## src/rtl/stopwatch_ctrl.sv

```systemverilog
// rtl/stopwatch_ctrl.sv - stopwatch mode FSM and mm:ss sequencer driven by divider square-wave edges
// Optional lap-hold feature enabled by defining STOPWATCH_LAP_EN.
module stopwatch_ctrl #(
    parameter int SEC_MAX = 59,
    parameter int MIN_MAX = 59,
    parameter int W       = 6
) (
    input  logic         clk,
    input  logic         rst,
    input  logic         clk_1hz,
    input  logic         clk_2hz,
    input  logic         clk_blink,
    input  logic         btn_pause,
    input  logic         btn_lap,
    input  logic         sw_adj,
    input  logic         sw_sel,
    output logic [W-1:0] disp_min,
    output logic [W-1:0] disp_sec,
    output logic         running,
    output logic         in_adjust,
    output logic         blank_min,
    output logic         blank_sec,
    output logic         lap_active
);

    typedef enum logic [1:0] {
        PAUSED = 2'd0,
        RUN    = 2'd1,
        ADJUST = 2'd2
    } state_t;

    state_t       state;
    logic         resume_run;
    logic [W-1:0] min_cnt;
    logic [W-1:0] sec_cnt;
    logic         prev_1hz;
    logic         prev_2hz;
    logic         e1;
    logic         e2;
    logic         sec_at_max;
    logic         min_at_max;
    logic [W-1:0] show_min;
    logic [W-1:0] show_sec;

`ifdef STOPWATCH_LAP_EN
    logic         lap_q;
    logic [W-1:0] lap_min;
    logic [W-1:0] lap_sec;
`endif

    assign e1         = clk_1hz & ~prev_1hz;
    assign e2         = clk_2hz & ~prev_2hz;
    assign sec_at_max = (sec_cnt == W'(SEC_MAX));
    assign min_at_max = (min_cnt == W'(MIN_MAX));

`ifdef STOPWATCH_LAP_EN
    assign show_min = lap_q ? lap_min : min_cnt;
    assign show_sec = lap_q ? lap_sec : sec_cnt;
`else
    assign show_min = min_cnt;
    assign show_sec = sec_cnt;
`endif

    always_ff @(posedge clk) begin
        // Edge-detect history tracks the inputs even in reset, so a level
        // already high at release never looks like a fresh rise.
        prev_1hz <= clk_1hz;
        prev_2hz <= clk_2hz;

        if (rst) begin
            state      <= PAUSED;
            resume_run <= 1'b0;
            min_cnt    <= '0;
            sec_cnt    <= '0;
            disp_min   <= '0;
            disp_sec   <= '0;
            running    <= 1'b0;
            in_adjust  <= 1'b0;
            blank_min  <= 1'b0;
            blank_sec  <= 1'b0;
            lap_active <= 1'b0;
`ifdef STOPWATCH_LAP_EN
            lap_q      <= 1'b0;
            lap_min    <= '0;
            lap_sec    <= '0;
`endif
        end else begin
            disp_min  <= show_min;
            disp_sec  <= show_sec;
            running   <= (state == RUN);
            in_adjust <= (state == ADJUST);
            blank_min <= (state == ADJUST) && !sw_sel && clk_blink;
            blank_sec <= (state == ADJUST) && sw_sel && clk_blink;

            case (state)
                RUN: begin
                    if (e1) begin
                        if (sec_at_max) begin
                            sec_cnt <= '0;
                            min_cnt <= min_at_max ? '0 : min_cnt + 1'b1;
                        end else begin
                            sec_cnt <= sec_cnt + 1'b1;
                        end
                    end
                end
                ADJUST: begin
                    if (e2) begin
                        if (sw_sel)
                            sec_cnt <= sec_at_max ? '0 : sec_cnt + 1'b1;
                        else
                            min_cnt <= min_at_max ? '0 : min_cnt + 1'b1;
                    end
                end
                default: ;
            endcase

            case (state)
                PAUSED: begin
                    if (sw_adj) begin
                        resume_run <= 1'b0;
                        state      <= ADJUST;
                    end else if (btn_pause) begin
                        state <= RUN;
                    end
                end
                RUN: begin
                    if (sw_adj) begin
                        resume_run <= 1'b1;
                        state      <= ADJUST;
                    end else if (btn_pause) begin
                        state <= PAUSED;
                    end
                end
                ADJUST: begin
                    if (!sw_adj)
                        state <= resume_run ? RUN : PAUSED;
                end
                default: state <= PAUSED;
            endcase

`ifdef STOPWATCH_LAP_EN
            if (state != ADJUST && sw_adj) begin
                lap_q <= 1'b0;
            end else if (btn_lap) begin
                if (lap_q) begin
                    lap_q <= 1'b0;
                end else if (state == RUN) begin
                    lap_q   <= 1'b1;
                    lap_min <= min_cnt;
                    lap_sec <= sec_cnt;
                end
            end
            lap_active <= lap_q;
`else
            // btn_lap has no function without the lap feature.
            lap_active <= btn_lap & 1'b0;
`endif
        end
    end

endmodule

```

## config.mk

```make
export PLATFORM = sky130hd
export DESIGN_NAME = stopwatch_ctrl
export DESIGN_NICKNAME = d
export VERILOG_FILES = /design/src/rtl/stopwatch_ctrl.sv
export SDC_FILE = /design/constraint.sdc
export NUM_CORES = 1
export LEC_CHECK = 0
export CAP_MARGIN = 20
export CORE_UTILIZATION = 40
export CTS_CLUSTER_SIZE = 20
export DETAILED_ROUTE_END_ITERATION = 10
export MAX_ROUTING_LAYER = met4
export PLACE_DENSITY = 0.73
export SLEW_MARGIN = 20
export SYNTH_ARGS = -nofsm -noshare
export SYNTH_HDL_FRONTEND = slang
export SYNTH_SLANG_ARGS = --single-unit
```

## constraint.sdc

```tcl
create_clock -name clk -period 4.35 [get_ports clk]
set_clock_uncertainty 0.05 [all_clocks]
set_input_delay 1.0875 -clock clk [delete_from_list [all_inputs] [get_ports clk]]
set_output_delay 1.0875 -clock clk [all_outputs]
set_load 0.05 [all_outputs]
```

Word-level counts from Yosys, hierarchy flattened
Cells that the tools add are included.

word-level totals
  register bits after elaboration = 33
  input bits = 9
  output and inout bits = 17
  logic and storage cells = 65

operators by class
  add/sub/neg operators = 2
  equality and inequality tests = 14
  mux-type cells = 21
  bitwise gates (word level) = 4
  reduce and logical (&&, ||, !) cells = 12

operators by type and width
  kind                 number
  $mux 6               9
  $pmux 6 s2           2
  $ne 2x2->1 const B   8
  $add 6x1->6 const B  2
  $eq 6x6->1 const B   2
  $mux 2               5
  $ne 3x3->1 const B   2
  $pmux 2 s3           1
  $reduce_and 3->1     2
  $reduce_and 5->1     1
  $logic_and 1x1->1    4
  $reduce_and 4->1     1
  $reduce_bool 2->1    2
  $mux 1               3
  $and 1x1->1          2
  $eq 2x1->1 const B   1
  $eq 2x2->1 const B   1
  $logic_not 2->1      1
  $not 1->1            2
  $pmux 1 s2           1
  $logic_not 1->1      1

Depth between registers and ports, before layout
Gate-level depths: netlist (run 1).

  word-level depth = 5
  mapped depth = 5
  gate-level depth less buffers = 5

Least setup slack after synthesis (run 1)
No wires, ideal clock.

  kind = input to register
  start point = input port clk_1hz
  end point = register min_cnt[0]
  arrival time = 1,917 ps
  required time = 4,177 ps
  path slack = 2,260 ps
  cell stages on the path = 3
  buffers on the path = 0
  path through = and4bb_4 > a32oi_2 > mux2_1

between the ends
  cells in the longest elaborated chain, start to end = 3

ends and longest elaborated chain
  what                               line  source
  start, declared                    10    input logic clk_1hz,
  $and 1x1->1                        51    assign e1 = clk_1hz & ~prev_1hz;
  $ne 2x2->1 (no source line)        --
  $reduce_and 5->1 (no source line)  --
  end signal, assigned               100   min_cnt <= min_at_max ? '0 : min_cnt + 1'b1;
  end signal, assigned               111   min_cnt <= min_at_max ? '0 : min_cnt + 1'b1;
  end, declared                      34    logic [W-1:0] min_cnt;

Every way passes these cells.
A chain may end at the register's enable or synchronous reset.

==> metrics, run 1 <==
status=completed; CTS tree=built; H-tree depth=2; syn_nets=138; minimum clock period=2.60 ns; ys flop type=dfxtp_1; number of global-route vias before repair=892; layout cells sized above 1=a little under an eighth; Syn Std Cell Area=roughly 1300 um^2; Longest Clk Path Bufs=2; Leakage=0.000616 uW; Die Wd=59.0 um; largest net degree at the start of global routing=30; fin crit share=around 60%; Pwr per Cell Area=317 nW/um^2; grt total ovfl=0; Slew @ Worst Pin=1.03 ns; max-cap check violation count=0; number of synthesized flops with an enable pin=0; IO buf count=23; area of the multi-input gates=586 um^2; initial antenna violation count=0; Hold Worst Slack=0.435 ns; Clock Sinks=33; CP peak stage delay=0.94 ns; # DRC=0; Critical Path Source Type=primary input; Final Hold Vio Count=0; 1st-pass router iterations=4; fmax=0.384 GHz; CTS resizes=0; M2 GR Usage=about a quarter; HPWL after detailed placement=1590 um; Critical Path RT=between 4 and 5 ns; # hold bufs at CTS=0; async set-reset flop share out of synthesis=0%; relative slew slack=31.0%; synthesized flop and latch total=33; Setup Viol. Count Final=0; yosys warns=0; remaining antenna violation count after routing=0; num rows=20; GR Util All Layers=15.1%; reg-to-reg slack, setup=2.63 ns; maximum vdd ir drop=0.120 mV; gr busiest metal=met2; final setup TNS=0 ns; die area=3480 um^2; sequential share of the synthesized area=50.8%; Worst EP arrival=2.80 ns; largest cells by area after synthesis=dfxtp_1 (51%), nor2b_1 (5.8%), and4bb_4 (2.5%); area share of the largest cell type after synthesis=50.8%; core area=3080 um^2; n_diodes=0; final instance area=about 1600 um^2; Vias=952; CP Class=primary input to register; routed length per placed instance=11.6 um; DRT Wirelength=approximately 2300 um; initial core utilization=42.2%; Max FO, Critical Path=29; Core Util, Final=roughly 52%; Clk pin slew, worst setup/hold paths=0.09 ns; clk root buf=clkbuf_4; CTS buffer count=5; met3 Track Usage GR=approximately 5.0%; Final Wtd Congestion=0.756; total design power=508 uW; Synth cell types=42; Avg Synthesized Cell Area=about 10 um^2; cells after synthesis=between 100 and 150; DR vias/cell=4.88; post-synthesis cell type with the largest combined area=dfxtp_1; RSZ-0062 raised after global routing=false; Skew-Pair Late Insertion Delay=0.32 ns; DP Area=1550 um^2; Critical path buffers and inverters=1; crit-path cells=clkdlybuf4s50_1 -> or3_1 -> o31ai_1; cell family with most CP delay=buffers and inverters; area added between synthesis and finish=23.5%; HP Class=register to register; Nets=between 150 and 200; IO Count=26; Die Y=around 59 um; element type at the critical path end=register; postcts setup bufs=0; met1 Use GR=16.5%; violation count after the first detailed-route iteration=40; Worst path slowest cell=clkdlybuf4s50_1; FILL cells=288; Reg area=661 um^2; Final Slew Violations=0; first-pass GRT wire length=between 3000 and 4000 um
[cells in the mapped netlist, types with 2 or more instances]
master,count
dfxtp_1,33
nor2b_1,12
nand2_1,8
nor2_1,7
a21oi_1,6
o21ai_0,6
inv_1,5
nor3_1,5
and3_1,4
clkbuf_1,3
nand3_1,3
and4bb_4,2
ha_1,2
o31ai_1,2
or3_1,2
[path summary, 6_finish.rpt]
path,startpoint,to,depth (start not counted)
worst max-delay path,rst,sec_cnt[5],3
worst min-delay path,resume_run,resume_run,2
worst max register to register,sec_cnt[0],min_cnt[0],4
worst min register to register,resume_run,resume_run,2
[layer usage]
metal | share of wire [%] | wire [um]
met2 | 48 | 1080
met4 | 1.6 | 36
met3 | 4.8 | 109
met1 | 46 | 1040
met5 | 0 | 0
[area by class of cell]
cell class / count / area share (%)
inverters: 5 / 1.17
repair buffers: 23 / 14.3
flip-flops and latches: 33 / 41.2
well taps: 44 / 3.43
clock buffers: 7 / 3.43
multi-input cells: 83 / 36.5
[cell families after synthesis]
| kind of cell | share of synthesized area [%] |
|---|---|
| buffers and inverters | 4.14 |
| and+or+nand+nor | 22.4 |
| AOI/OAI and AO/OA | 16.9 |
| xor gates and xnor gates | 0.674 |
| muxes | 2.79 |
| DFF | 50.8 |
| other | 0.288 |
| adders and majority gates | 1.92 |
[placed cells by master, fill, tap and decap left out, types with 3 or more instances in the layout]
cell             Yosys  routed
nor3_1               5       5
clkdlybuf4s50_1      0      23
nor2_1               7       7
clkbuf_4             0       5
and3_1               4       4
a21oi_1              6       6
nand3_1              3       3
o21ai_0              6       6
dfxtp_1             33      33
inv_1                5       5
nor2b_1             12      12
nand2_1              8       8
[power by group]
group,internal (uW),switching [uW],leakage (uW),total (uW)
registers,306,2.97,0.000267,309
logic,13.2,17.9,0.000317,31.1
clock network,76.2,92.3,0.0000314,169
[state kept, by name, indices dropped and copies added, names as in the netlist, 2 cells and up]
register  flops
sec_cnt       6
state         2
disp_min      6
min_cnt       6
disp_sec      6
[through the flow]
stage	setup WS, ns	instances
2_1_floorplan	2.26	127
3_3_place_gp	1.47	188
3_5_place_dp	1.38	188
4_1_cts	1.74	195
5_1_grt	1.66	195
6_report	1.75	195
[worst register-to-register path: stages, from the launching register on]
cell and delay (ns):
dfxtp_1 0.36, ha_1 0.23, and2b_1 0.23, a32oi_2 0.38, mux2_1 0.36
No activity file was read; power rests on OpenSTA's default activity.
==> run 2, diff against run 1 <==
--- a/config.mk
+++ b/config.mk
@@ -10,7 +10,7 @@
 export CTS_CLUSTER_SIZE = 20
 export DETAILED_ROUTE_END_ITERATION = 10
 export MAX_ROUTING_LAYER = met4
-export PLACE_DENSITY = 0.73
+export PLACE_DENSITY = 0.75
 export SLEW_MARGIN = 20
 export SYNTH_ARGS = -nofsm -noshare
 export SYNTH_HDL_FRONTEND = slang
==> constraint.sdc (replaced) <==
create_clock -name clk -period 2.3 [get_ports clk]
set_clock_uncertainty 0.05 [all_clocks]
set_input_delay 0.575 -clock clk [delete_from_list [all_inputs] [get_ports clk]]
set_output_delay 0.575 -clock clk [all_outputs]
set_load 0.05 [all_outputs]
==> run 2 against run 1 <==
Worst setup slack worse by 1.5 ns. Critical path depth is 2 lower. Clock-buffer cell count stayed put. Sequential cell count stayed put. Routed wire length is 3.5% higher. Non-clock buffer count is 2 higher. Sequential share of layout area is 1.1 points lower. Hold slack better by 0.014 ns. Via count is 4.2% higher. Combinational power is 98% higher.
==> metrics, run 2 (synthesized netlist as in run 1, its figures left out) <==
CP Class=register to output pin; initial antenna violation count=0; Slew @ Worst Pin=0.501 ns; crit-path cells=clkdlybuf4s50_1; DR vias/cell=5.01; HP Class=register to register; Leakage=0.000640 uW; first-pass GRT wire length=3970 um; Die Wd=59.0 um; relative slew slack=around two thirds; FILL cells=between 200 and 300; Longest Clk Path Bufs=2; Worst path slowest cell=clkdlybuf4s50_1; final setup TNS=0 ns; grt total ovfl=0; minimum clock period=2.09 ns; CTS resizes=0; DRT Wirelength=2350 um; HPWL after detailed placement=1700 um; number of global-route vias before repair=910; element type at the critical path end=output pin; Core Util, Final=53.6%; maximum vdd ir drop=0.243 mV; IO Count=26; gr busiest metal=met2; largest net degree at the start of global routing=14; Clock Sinks=33; Vias=just under 1000; Hold Crit Depth=2; Die Y=59.0 um; most frequent cells in the layout=dfxtp_1 (33), clkdlybuf4s50_1 (23), nor2b_1 (12), nand2_1 (8), nor2_1 (7); Final Hold Vio Count=0; remaining antenna violation count after routing=0; Final Slew Violations=0; routed length per placed instance=11.9 um; die area=roughly 3500 um^2; cell family with most CP delay=buffers and inverters; GR Util All Layers=16.1%; Setup Viol. Count Final=0; clk root buf=clkbuf_4; Finished Layout Cells=198; fmax=0.479 GHz; final instance area=1650 um^2; Critical path buffers and inverters=1; num rows=20; Clk pin slew, worst setup/hold paths=0.10 ns; Final Wtd Congestion=0.733; Nets=around 160; # hold bufs at CTS=0; IO buf count=23; worst r2r path cells=4; RSZ-0062 raised after global routing=false; Hold Worst Slack=0.449 ns; 1st-pass router iterations=4; Worst EP arrival=roughly 1.5 ns; Skew-Pair Late Insertion Delay=roughly 0.33 ns; Reg area=661 um^2; initial core utilization=42.2%; violation count after the first detailed-route iteration=58; area added between synthesis and finish=26.9%; M2 GR Usage=27.4%; core area=3080 um^2; area of the multi-input gates=586 um^2; H-tree depth=2; Max FO, Critical Path=1; commonest non-fill, non-tap cell in the layout=dfxtp_1; fin crit share=90.9%; Critical Path Stages=1; n_diodes=0; CP peak stage delay=around 0.80 ns; met3 Track Usage GR=approximately 5.2%; dpl cells=190; Critical Path Source Type=register; CTS tree=built; Critical Path RT=1.67 ns; postcts setup bufs=0; DP Area=~1600 um^2; status=completed; Pwr per Cell Area=662 nW/um^2; max-cap check violation count=0; CTS buffer count=5; layout cells sized above 1=about an eighth; met1 Use GR=16.7%; # DRC=0
run 2: report_power, final:
part / switching [uW] / total (uW) / leakage (uW) / internal [uW]
Clock: 188 / 447 / 0.0000455 / 259
Sequential: 5.62 / 584 / 0.000267 / 578
Combinational: 34.5 / 61.5 / 0.000327 / 27.0
run 2: final timing paths:
path,from,to,slack (ns)
worst max-delay path,disp_min[2],disp_min[2],0.21
worst min-delay path,min_cnt[1],min_cnt[1],0.45
worst max register to register,sec_cnt[0],min_cnt[0],0.57
worst min register to register,min_cnt[1],min_cnt[1],0.45
run 2: layout make-up:
class                      instances  share of cell area (%)
sequential                        33                    40.0
multi-input combinational         83                    35.5
timing repair buffer              25                    14.9
clock buffer                       7                    3.34
tap                               44                    3.34
clock inverter                     1                    1.82
inverter                           5                    1.14
run 2: worst reg2reg max path: stages (launching register included):
cell and delay (ns):
dfxtp_1 0.36, ha_1 0.23, and2b_1 0.23, a32oi_2 0.38
mux2_1 0.36
run 2: stage by stage:
stage	worst slack, ns	total power, uW
3_3_place_gp	0.173	658
3_5_place_dp	0.144	659
2_1_floorplan	0.722	636
5_1_grt	0.161	1130
4_1_cts	0.204	1100
6_report	0.210	1090
run 2: routing by layer:
layer	vias up	wire length (um)
li1	502	-
met1	465	1050
met2	23	1220
met5	-	0
met4	0	14
met3	2	63
==> run 3, diff against run 2 <==
--- a/config.mk
+++ b/config.mk
@@ -6,11 +6,13 @@
 export NUM_CORES = 1
 export LEC_CHECK = 0
 export CAP_MARGIN = 20
-export CORE_UTILIZATION = 40
+export CELL_PAD_IN_SITES_DETAIL_PLACEMENT = 0
+export CELL_PAD_IN_SITES_GLOBAL_PLACEMENT = 2
+export CORE_UTILIZATION = 28
 export CTS_CLUSTER_SIZE = 20
 export DETAILED_ROUTE_END_ITERATION = 10
 export MAX_ROUTING_LAYER = met4
-export PLACE_DENSITY = 0.75
+export PLACE_DENSITY = 0.81
 export SLEW_MARGIN = 20
 export SYNTH_ARGS = -nofsm -noshare
 export SYNTH_HDL_FRONTEND = slang
==> run 3 against run 2 <==
Cell area rose by 1.4%. Largest cell class unchanged. Global-route usage fell by 5.4 points. Sequential cell count did not move. Register-to-register slack better by 0.02 ns.
==> metrics, run 3 (synthesized netlist as in run 1, its figures left out) <==
area added between synthesis and finish=28.8%; RSZ-0062 raised after global routing=false; HPWL after detailed placement=~1600 um; remaining antenna violation count after routing=0; Worst Setup EP=disp_min[2]; switching share of power=21.5%; relative slew slack=about 67%; GR Util All Layers=10.8%; routed length per placed instance=approximately 12 um; Vias=around 940; Cell Int Power=845 uW; grt total ovfl=0; Psw=roughly 230 uW; Clk network pwr share=39.8%; worst r2r path cells=4; origin of the critical flop-to-flop path=sec_cnt[0]; final setup TNS=0 ns; CTS buffer count=5; Final Wtd Congestion=about 0.73; Critical Path Source Type=register; IO Count=26; DR vias/cell=4.59; reg-to-reg slack, setup=0.59 ns; most frequent cells in the layout=dfxtp_1 (33), clkdlybuf4s50_1 (23), nor2b_1 (12), nand2_1 (8), nor2_1 (7); violation count after the first detailed-route iteration=44; Core Util, Final=about 38%; Skew-Pair Late Insertion Delay=roughly 0.28 ns; minimum clock period=a little over 2 ns; crit-path cells=clkdlybuf4s50_1; clk root buf=clkbuf_8; num rows=24; Die Y=70.1 um; core area=4410 um^2; element type at the critical path end=output pin; Max FO, Critical Path=1; DRT Wirelength=about 2400 um; end of the worst register-to-register path=min_cnt[0]; initial antenna violation count=0; CP Class=register to output pin; fin crit share=slightly below 90%; Critical Path RT=1.67 ns; first-pass GRT wire length=3930 um; Clk pin slew, worst setup/hold paths=around 0.060 ns; n_diodes=0; Longest Clk Path Bufs=2; max-cap check violation count=0; status=completed; largest net degree at the start of global routing=30; Setup crit start=disp_min[2]; Nets=164; die area=between 4000 and 5000 um^2; Leakage=between 0.0006 and 0.0007 uW; Worst EP arrival=1.39 ns; # DRC=0; maximum vdd ir drop=0.296 mV; # hold bufs at CTS=0; Final Slew Violations=0; CP peak stage delay=0.80 ns; Worst path slowest cell=clkdlybuf4s50_1; Clock Sinks=33; CTS tree=built; Final Hold Vio Count=0; postcts setup bufs=0; Pwr per Cell Area=644 nW/um^2; 1st-pass router iterations=4; Reg power frac=between 50% and 60%; initial core utilization=29.5%; Critical path buffers and inverters=1; combinational power share=6.0%; IO buf count=23; Die Wd=roughly 70 um; number of global-route vias before repair=876; H-tree depth=2; HP Class=register to register; fmax=0.496 GHz; Slew @ Worst Pin=about 0.5 ns; CTS resizes=0; Hold Crit Depth=2; cell family with most CP delay=buffers and inverters; layout cells sized above 1=about an eighth; FILL cells=436; commonest non-fill, non-tap cell in the layout=dfxtp_1; Setup Viol. Count Final=0; Critical Path Stages=1
run 3: cell type report:
| class | count | area, um^2 | area share [%] |
|---|---|---|---|
| flip-flops and latches | 33 | 661 | 39.5 |
| multi-input cells | 83 | 586 | 35.0 |
| repair buffers | 25 | 258 | 15.4 |
| clock buffers | 7 | 86.3 | 5.16 |
| well taps | 52 | 65.1 | 3.89 |
| inverters | 5 | 18.8 | 1.12 |
run 3: per-layer routing:
metal	GRT usage (%)	routed length, um	vias up
met4	5.33	55	0
li1	-	-	495
met2	14.3	983	21
met1	13.6	1190	419
met3	4.91	143	6
met5	-	0	-
run 3: worst min-delay path by stage:
stage / startpoint / end / slack, ns
6_report: resume_run / resume_run / 0.43
5_1_grt: resume_run / resume_run / 0.47
4_1_cts: resume_run / resume_run / 0.43
3_5_place_dp: resume_run / resume_run / 0.43
3_3_place_gp: resume_run / resume_run / 0.41
2_1_floorplan: min_cnt[1] / min_cnt[1] / 0.40
run 3: through the flow:
stage,total power [uW],std cells,cell area [um^2],setup slack [ns],hold WS (ns)
after global placement,661,198,1590,0.172,0.414
after CTS,1090,205,1670,0.254,0.434
after detailed placement,662,198,1590,0.176,0.425
after global routing,1130,205,1670,0.226,0.470
after floorplan,636,127,1300,0.722,0.403
final,1080,205,1670,0.284,0.431
run 3: power by group through the flow:
stage	clock, uW	combinational, uW	sequential [uW]
final	428	64.5	585
after global routing	479	68.7	585
after CTS	445	65.0	584
after detailed placement	0	64.5	597
after global placement	0	64.1	597
after floorplan	0	33.1	603
==> patch (config.mk and constraints of run 2) <==
Add a define of `STOPWATCH_LAP_EN`.
--- a/src/rtl/stopwatch_ctrl.sv
+++ b/src/rtl/stopwatch_ctrl.sv
@@ -1,5 +1,7 @@
 // rtl/stopwatch_ctrl.sv - stopwatch mode FSM and mm:ss sequencer driven by divider square-wave edges
 // Optional lap-hold feature enabled by defining STOPWATCH_LAP_EN.
+`define STOPWATCH_LAP_EN
+
 module stopwatch_ctrl #(
     parameter int SEC_MAX = 59,
     parameter int MIN_MAX = 59,
Check against the original RTL: not equivalent (Yosys sat finds a counterexample within 4 cycles, from zero or initial values and one cycle with rst high).
==> patch against run 2 <==
  * The flow now finishes with violations (DRC)
  * Sequential share of layout area decreased by 0.51 points
  * Worst setup slack improved by 0.038 ns
  * Synthesized cell count increased by 50%
  * Die area increased by 46%
  * Sequential cell count is 14 higher
  * Final area grew 44%
  * First-iteration DRC count up 36%
  * Routed wire length grew 53%
  * Area after synthesis up 48%
  * Total power is 43% higher
==> patch: results <==
[global_routing]
grt_usage = 0.167
grt_max_degree = 18
grt_util_met1 = 0.198
grt_pass1_vias = 1377
grt_use_met3 = 0.0506

[cts]
clkLatencyLatePin_ns = 0.30
cts_setup_buffers = 0
postCtsHoldBufs = 0
cts-root-buf = "clkbuf_8"

[outcome]
violations = "DRC"
status = "finished, violations left"

[place]
hpwlAfterDp_um = 2520
io_buffer_count = 25
finalWeightedCongestion = 0.838
dp_cells = 267

[setup_path]
crit_fanout = 1
rr_endpoint = "min_cnt[5]$_SDFFE_PP0P_"
worstRegToRegCells = 5
arrival_ns = 1.43

[yosys]
ys_top_cells_by_area = "dfxtp_1 (49%), mux2i_1 (14%), nor2_1 (7.0%), nand4bb_4 (2.9%), nand2_1 (2.2%)"
syn_avg_cell_area_um2 = 10.0
ys_seq_area_frac = 0.490
synthTopCellsByCount = "dfxtp_1 (47), nor2_1 (36), mux2i_1 (26), nand2_1 (11), inv_1 (9)"
synth_nets = 202
synth.distinct_cells = 41

[cells_and_area]
nets = 233
drive_gt1_frac = 0.108

[power]
vdd_drop_max_mv = 0.538
cellLeakagePower_nw = 0.840

[hold_path]
min-delay-path-class = "register to register"
whs_endpoint = "resume_run$_SDFFE_PP0P_"

[drt]
drc = 3
drt-vias-per-instance = 5.29
dr.pass1.iters = 7
drtIter0Drc = 79
routed_wl_um = 3590

[sta]
max-slew-margin-rel = 0.659
## patch: cell count changes after synthesis, sizes merged, moves of 3 or more
| cell | run 2 | this run |
|---|---|---|
| o32a | 0 | 3 |
| nor2b | 13 | 3 |
| mux2i | 1 | 26 |
| nor3 | 6 | 2 |
| nor2 | 7 | 36 |
| inv | 5 | 9 |
| and3 | 4 | 1 |
| nand2 | 8 | 11 |
| o22ai | 0 | 4 |
| a21oi | 7 | 2 |
| dfxtp | 33 | 47 |
## patch: worst max path at each step
stage                                 from                       to  slack, ns  depth (start not counted)
global route        disp_sec[1]$_SDFF_PP0_              disp_sec[1]       0.21                          1
CTS                 disp_sec[2]$_SDFF_PP0_              disp_sec[2]       0.23                          1
finish              disp_sec[2]$_SDFF_PP0_              disp_sec[2]       0.25                          1
detailed placement                 clk_2hz  sec_cnt[5]$_SDFFE_PP0P_       0.04                          5
floorplan                          clk_2hz  sec_cnt[5]$_SDFFE_PP0P_       0.63                          4
global placement                   clk_2hz  sec_cnt[5]$_SDFFE_PP0P_       0.07                          5
## patch: cell type report
cell class	instances	area, µm²
well taps	52	65.1
multi-input cells	127	908
flip-flops and latches	47	941
repair buffers	32	315
clock buffers	6	82.6
clock inverters	2	35.0
inverters	9	33.8
fillers	417	2090
## patch: logic make-up (layout without fill, tap and decap cells)
logic type	after synthesis	after routing	share of synthesized area
buffers and inverters	17	49	0.0365
xor gates and xnor gates	4	4	0.0183
muxes	26	26	0.136
AOI/OAI and AO/OA	25	25	0.0997
and+or+nand+nor	70	70	0.207
adders and majority gates	2	2	0.0130
DFF	47	47	0.490
## patch: per-stage QoR
stage | instance area (µm²) | setup WS, ns
after global placement | 2260 | 0.0681
after global routing | 2380 | 0.205
after CTS | 2380 | 0.233
after detailed placement | 2260 | 0.0354
final | 2380 | 0.248
after floorplan | 1920 | 0.629
## patch: routing by layer
metal,vias to the layer above,wire (µm),part of all wire
met1,692,1580,0.44
met5,-,0,0
met4,0,68,0.019
li1,727,-,-
met2,29,1760,0.49
met3,7,185,0.051
## patch: power breakdown
part / switching, mW / total (mW) / internal [mW]
clock: 0.273 / 0.625 / 0.352
sequential: 0.0135 / 0.839 / 0.825
combinational: 0.0549 / 0.102 / 0.0469
total: 0.341 / 1.57 / 1.22
